[config.mk]
export PLATFORM = sky130hd
export DESIGN_NAME = bcd_cascade_counter_flat
export DESIGN_NICKNAME = d
export VERILOG_FILES = /design/src/rtl/bcd_cascade_counter_if.sv /design/src/rtl/bcd_cascade_counter.sv /design/src/flat_wrapper.sv
export SDC_FILE = /design/constraint.sdc
export NUM_CORES = 1
export LEC_CHECK = 0
export CAP_MARGIN = 15
export CORE_UTILIZATION = 45
export DETAILED_ROUTE_END_ITERATION = 6
export GPL_TIMING_DRIVEN = 0
export PLACE_DENSITY = 0.75
export SKIP_LAST_GASP = 1
export SYNTH_ARGS = -nofsm -noshare
export SYNTH_HDL_FRONTEND = slang
export SYNTH_SLANG_ARGS = --single-unit
export TNS_END_PERCENT = 20
[constraint.sdc]
create_clock -name clk -period 3.1 [get_ports clk]
set_clock_uncertainty 0.2 [all_clocks]
set_input_delay 0.62 -clock clk [delete_from_list [all_inputs] [get_ports clk]]
set_output_delay 0.62 -clock clk [all_outputs]
set_load 0.005 [all_outputs]
[src/rtl/bcd_cascade_counter_if.sv]
`default_nettype none
// ============================================================================
//  Module      : bcd_cascade_counter_if
//  Description : Control/data bundle of the cascadable BCD counter.
//                master = controller side, slave = counter side.
//  Revision    : 1.0 - initial release
// ============================================================================
interface bcd_cascade_counter_if #(
  parameter int DIGITS = 3
);
  logic                  enable;
  logic                  up;
  logic                  clear;
  logic                  load;
  logic [4*DIGITS-1:0]   load_value;
  logic [4*DIGITS-1:0]   count;
  logic                  done;
  logic                  overflow;

  modport master (
    output enable, up, clear, load, load_value,
    input  count, done, overflow
  );

  modport slave (
    input  enable, up, clear, load, load_value,
    output count, done, overflow
  );
endinterface
`default_nettype wire

[src/rtl/bcd_cascade_counter.sv]
`default_nettype none
// ============================================================================
//  Module      : bcd_cascade_counter
//  Description : DIGITS-decade BCD up/down counter with synchronous clear,
//                wrap or saturate at the terminal value, combinational
//                terminal-count strobe (done) for chaining, and a sticky
//                overflow flag. Optional parallel load is built only when
//                the macro BCD_LOAD_EN is defined.
//  Revision    : 1.0 - initial release
// ============================================================================
module bcd_cascade_counter #(
  parameter int DIGITS = 3,
  parameter bit WRAP   = 1'b1
) (
  input  wire logic           clk,
  input  wire logic           reset,
  bcd_cascade_counter_if.slave bus
);

  localparam int c_WIDTH    = 4 * DIGITS;
  localparam bit c_SATURATE = (WRAP == 1'b0);

  logic [c_WIDTH-1:0] r_count;
  logic               r_overflow;
  logic [c_WIDTH-1:0] w_step;
  logic [DIGITS:0]    w_run9;   // bit i: decades 0..i-1 all hold 9
  logic [DIGITS:0]    w_run0;   // bit i: decades 0..i-1 all hold 0
  logic               w_term;
  logic               w_tick;

  assign w_run9[0] = 1'b1;
  assign w_run0[0] = 1'b1;

  // Per-decade ripple of the "all lower decades at 9/0" condition and the
  // stepped value of each decade. The terminal case falls out naturally:
  // every decade moves and rolls over.
  generate
    for (genvar i = 0; i < DIGITS; i++) begin : g_digit
      logic [3:0] w_d;
      logic       w_move;
      assign w_d           = r_count[4*i +: 4];
      assign w_run9[i+1]   = w_run9[i] & (w_d == 4'd9);
      assign w_run0[i+1]   = w_run0[i] & (w_d == 4'd0);
      assign w_move        = bus.up ? w_run9[i] : w_run0[i];
      assign w_step[4*i +: 4] =
          !w_move ? w_d :
          bus.up  ? ((w_d == 4'd9) ? 4'd0 : w_d + 4'd1) :
                    ((w_d == 4'd0) ? 4'd9 : w_d - 4'd1);
    end
  endgenerate

  assign w_term = bus.up ? w_run9[DIGITS] : w_run0[DIGITS];
  assign w_tick = bus.enable & w_term;

`ifdef BCD_LOAD_EN
  logic [c_WIDTH-1:0] w_load;

  // Out-of-range load nibbles are clamped so a decade never holds 10..15.
  generate
    for (genvar i = 0; i < DIGITS; i++) begin : g_load_clamp
      assign w_load[4*i +: 4] = (bus.load_value[4*i +: 4] > 4'd9) ?
                                4'd9 : bus.load_value[4*i +: 4];
    end
  endgenerate
`else
  // Load path is not built; fold the idle ports into a sink signal.
  logic w_unused_load;
  assign w_unused_load = ^{bus.load, bus.load_value};
`endif

  // Count and sticky overflow: reset > clear > load > enable > hold.
  always_ff @(posedge clk or posedge reset) begin
    if (reset) begin
      r_count    <= '0;
      r_overflow <= 1'b0;
    end else if (bus.clear) begin
      r_count    <= '0;
      r_overflow <= 1'b0;
`ifdef BCD_LOAD_EN
    end else if (bus.load) begin
      r_count    <= w_load;
`endif
    end else if (bus.enable) begin
      if (!(w_term && c_SATURATE)) begin
        r_count <= w_step;
      end
      if (w_term) begin
        r_overflow <= 1'b1;
      end
    end
  end

  assign bus.count    = r_count;
  assign bus.overflow = r_overflow;
  assign bus.done     = w_tick & ~reset;

endmodule
`default_nettype wire
[src/flat_wrapper.sv]
// flat-port wrapper written by rule: the top's interface ports become plain ports
module bcd_cascade_counter_flat 
#(
  parameter int DIGITS = 3,
  parameter bit WRAP   = 1'b1
)
  (clk, reset, bus_enable, bus_up, bus_clear, bus_load, bus_load_value, bus_count, bus_done, bus_overflow);
  bcd_cascade_counter_if #(.DIGITS(DIGITS)) bus_i ();
  input  wire logic clk;
  input  wire logic reset;
  input wire logic [$bits(bus_i.enable)-1:0] bus_enable;
  input wire logic [$bits(bus_i.up)-1:0] bus_up;
  input wire logic [$bits(bus_i.clear)-1:0] bus_clear;
  input wire logic [$bits(bus_i.load)-1:0] bus_load;
  input wire logic [$bits(bus_i.load_value)-1:0] bus_load_value;
  output wire logic [$bits(bus_i.count)-1:0] bus_count;
  output wire logic [$bits(bus_i.done)-1:0] bus_done;
  output wire logic [$bits(bus_i.overflow)-1:0] bus_overflow;
  assign bus_i.enable = bus_enable;
  assign bus_i.up = bus_up;
  assign bus_i.clear = bus_clear;
  assign bus_i.load = bus_load;
  assign bus_i.load_value = bus_load_value;
  assign bus_count = bus_i.count;
  assign bus_done = bus_i.done;
  assign bus_overflow = bus_i.overflow;
  bcd_cascade_counter #(.DIGITS(DIGITS), .WRAP(WRAP)) u_core (.clk(clk), .reset(reset), .bus(bus_i));
endmodule
# Word level (Yosys, flattened, before mapping)

Cells that the tools add are included.

Memories kept: 0
Output and inout port bits: 14
Bits in read-only memories: 0
Bits in registers: 13
Latch bits: 0
Logic and storage cells: 49
Bits in writable memories: 0

Muxes and demuxes: 19
Shift-type cells: 0
Equality and inequality tests: 3
Div/mod/pow operators: 0
Multiply operators: 0
Bitwise gates (word level): 7
$lt $le $gt $ge: 0
Reduce and logical (&&, ||, !) cells: 10
Add/sub/neg operators: 6

Operators by type and width:

| operator                                                           | number |
|---|---|
| 4-bit 2-to-1 mux                                                   | 11 |
| 12-bit 2-to-1 mux                                                  | 2 |
| 4-bit by 1-bit adder with 4-bit output, second input constant      | 3 |
| 4-bit equality test, second input constant                         | 3 |
| 4-bit zero test                                                    | 3 |
| 4-bit by 1-bit subtractor with 4-bit output, second input constant | 3 |
| 2-bit nonzero test                                                 | 4 |
| 1-bit bitwise AND                                                  | 6 |
| 1-bit 2-to-1 mux                                                   | 6 |
| 2-bit AND reduction                                                | 3 |
| 1-bit inverter                                                     | 1 |

# Depth between registers and ports, before layout

Depth in word-level cells: 7
Gate-level depth with buffers: 6
Mapped depth without buffers: 6

# Worst setup path before layout

OpenSTA, ideal clock, no wires.

Kind: reg-to-output
Start point: register u_core.r_count[4] (netlist: u_core.bus.count[4])
End point: output bus_done
Required time: 2,280 ps
Stages on the path, launching flop included: 7
Data arrival time: 1,710 ps
Setup slack: 570 ps
Cell sequence: dfrtp_1 -> inv_1 -> ha_1 -> or4b_4 -> nor4_1 -> o21ai_1 -> nor2_1

Cells in the longest elaborated chain, start to end: 6
Elaborated cells on any way between the ends: 9
Classes of those cells: 1 x eq/ne; 1 x mux; 6 x bitwise; 1 x reduce/logical

RTL lines:

| item                                                     | line                                                 | source |
|---|---|---|
| from (decl)                                              | bcd_cascade_counter.sv:23                            | `logic [c_WIDTH-1:0] r_count;` |
| from (signal assigned)                                   | bcd_cascade_counter.sv:85                            | `r_count <= w_step;` |
| 4-bit equality test or 4-bit zero test (tied branches)   | bcd_cascade_counter.sv:42, bcd_cascade_counter.sv:43 |  |
| 1-bit bitwise AND, on equally long branches (2 in a row) | bcd_cascade_counter.sv:42, bcd_cascade_counter.sv:43 |  |
| 1-bit 2-to-1 mux *                                       | bcd_cascade_counter.sv:52                            | `assign w_term = bus.up ? w_run9[DIGITS] : w_run0[DIGITS];` |
| 1-bit bitwise AND *                                      | bcd_cascade_counter.sv:53                            | `assign w_tick = bus.enable & w_term;` |
| 1-bit bitwise AND *                                      | bcd_cascade_counter.sv:95                            | `assign bus.done = w_tick & ~reset;` |
| to (decl)                                                | flat_wrapper.sv:17                                   | `output wire logic [$bits(bus_i.done)-1:0] bus_done;` |

Every way passes the cells marked *; elsewhere a longest branch is shown, timed or not.

# Worst setup path after layout

Start point: register u_core.r_count[0] (netlist: u_core.bus.count[0])
End point: output bus_done

The elaborated chain is that of the path after synthesis.

==> results.toml <==
[routing]
wl_per_cell_um = 15.6
dr.pass1.iters = 4
wl_mm = 3.15
viasPerCell = 6.09
drt-initial-drc-count = 34
drc = 0
vias = 1230
ant_nets = 0

[logic_synthesis]
synth-edff-count = 0
synthArstFlopShare_pct = 100
post_synth_num_cell_types = 48
netlist_instances = 142
synth_area_sq_mm = 0.00118
ys_ff_latch = 13
synth_warnings = 0
syn_avg_cell_area_sq_um = 8.34
ys.flop_type = "dfrtp_1"
ys_seq_area_share_pct = 27.5
syn_nets = 170

[pwr]
leakage_uw = 0.000612
swShare_pct = 34.6
clockPowerShare_pct = 22.8
p_int_uw = 324
pwr-share-comb_pct = 38.3
powerDensity_mw_per_mm2 = 326
power.switching_uw = 172
seq_power_share_pct = 38.9
ir_drop_mv = 0.248

[worst_setup_path]
endpoint_kind = "output pin"
worstSetupPathType = "flip-flop to output pin"
cp_max_fo = 7
reg2reg_depth = 7
ff2ff_setup_slack_ns = 0.88
startpoint_type = "flip-flop"
startpoint = "u_core.bus.count[0]"
r2r_start = "u_core.bus.count[5]"
worstPathArrival_ns = 2.13
r2r_end = "u_core.bus.count[9]"
cp.required_ns = 2.28

[layout]
fill_cells = 236
areaGrowthSynthToFinish_pct = 28.6
fin_area_sq_mm = 0.00152
final_common_cell = "a21oi_1"
layout_common_cells = "17 x a21oi_1, 16 x clkdlybuf4s50_1, 10 x dfrtp_1"
post-route-util_pct = 61.5
nets = 201
layout-drive-gt1-share_pct = 16.9
insertedDiodeCount = 0

[flow_run]
max-cap-violations = 0

[die]
die_h_um = 53.3
core-area_sq_mm = 0.00248
ios = 32
die_area_sq_mm = 0.00284
die_w_um = 53.3
initial_utilization_pct = 47.8
num_rows = 18

[global_route]
antenna_found_initial = 0
grt_max_degree = 14
grt_pass1_wl_mm = 5.05
grt_usage_pct = 24.8
grt_pass1_vias = 1156
grt_overflow_total = 0

[placed_design]
gp_congestion = 0.875
hpwl_mm = 2.13
port_buffers = 18
place_area_sq_mm = 0.00140
place_worst_setup_slack_ns = -0.497

[timing]
clock.fmax_ghz = 0.339
layout_setup_ws_ns = 0.146
hold_violations = 0
setup_viol = 0
fin_crit_ns = 2.95
period_share_pct = 95.3
tightestPinTransition_ns = 0.537
grt_setup_unrepaired = "false"
maxSlewHeadroom_pct = 64.2
final_max_slew_viol_count = 0

[min_path]
worstHoldStart = "u_core.bus.overflow"
min_delay_path_depth = 2
hold_end = "u_core.bus.overflow"
hold_class = "flip-flop to flip-flop"

[clocking]
clk_latency_ns = 0.28
cts_tree = "done"
cts-root-buf = "clkbuf_4"
cts_hold_buf = 0
clkTransAtPathRegs_ns = 0.09
cts_buffers = 3
clockBufferDepth = 2
h-tree-depth = 1
numClockSinks = 13

[run_status]
outcome = "complete, no violations"
[registers in the layout (all words and copies together), names as in the netlist]
register,count
u_core.bus.overflow,1
u_core.bus.count,12
[final cells by class]
class                           instances  area [sq um]  share of cell area [%]
Buffer                                  8          32.5                    2.14
Clock buffer                            4          26.3                    1.73
Inverter                               12          45.0                    2.96
Multi-Input combinational cell        109           815                    53.5
Sequential cell                        13           329                    21.6
Tap cell                               30          37.5                    2.47
Timing Repair Buffer                   26           238                    15.6
[how the worst max path moves through the flow]
stage	to	slack, ns	cells after the start
finish	bus_done	0.15	7
global route	bus_done	0.06	7
CTS	bus_done	0.15	6
detailed placement	bus_done	-0.50	6
global placement	bus_done	-0.42	6
floorplan	bus_done	0.57	6
[synthesized netlist by cell type (3+ instances only)]
cell type | n | area, sq um
a21oi_1 | 17 | 85.1
a311oi_1 | 3 | 26.3
clkbuf_1 | 5 | 18.8
dfrtp_1 | 13 | 325
ha_1 | 10 | 125
inv_1 | 12 | 45.0
nand2_1 | 8 | 30.0
nand2b_1 | 3 | 18.8
nand3_1 | 4 | 20.0
nand3b_1 | 3 | 22.5
nor2_1 | 6 | 22.5
nor2b_1 | 3 | 18.8
o21ai_0 | 9 | 45.0
[power by group through the flow]
stage | Clock [uW] | Sequential [uW] | Combinational, uW
6_report | 113 | 193 | 190
2_1_floorplan | 0 | 198 | 104
5_1_grt | 120 | 194 | 207
3_3_place_gp | 0 | 199 | 153
3_5_place_dp | 0 | 200 | 158
4_1_cts | 116 | 192 | 187
[stage by stage]
stage	power (uW)	std cells	TNS [ns]	hold slack [ns]
global placement	352	190	-0.425	0.301
floorplan	302	142	0	0.297
finish	496	202	0	0.313
detailed placement	358	190	-0.497	0.305
CTS	495	202	0	0.318
global route	521	202	0	0.350
[cells by family after synthesis]
| group | count (synthesis) | synth area share [%] |
|---|---|---|
| AO/OA/AOI/OAI | 53 | 31.5 |
| AND/OR/NAND/NOR | 45 | 22.9 |
| buffers and inverters | 20 | 6.55 |
| flip-flops | 13 | 27.5 |
| adder cells (fa/ha/maj) | 10 | 10.6 |
| multiplexers | 1 | 0.951 |
[repair_timing]
item                                    4_1_cts  5_1_grt
resized for setup                            14        0
endpoints found under the setup margin        1        0
setup buffers                                 8        0
[critical path: stages (launching register included)]
cell and delay (ns):
dfrtp_2 0.42, inv_1 0.11, ha_4 0.18, or3b_4 0.41, nor4_2 0.23, o21ai_1 0.13, nor2_1 0.13, dlygate4sd2_1 0.24
[layer usage]
metal	track usage [%]	vias to the layer above	wire (um)
met5	0	-	0
met4	10.1	0	48
li1	-	593	-
met1	31.5	604	1470
met3	4.02	6	124
met2	40.8	27	1500
Power figures use the tool's default switching activity.
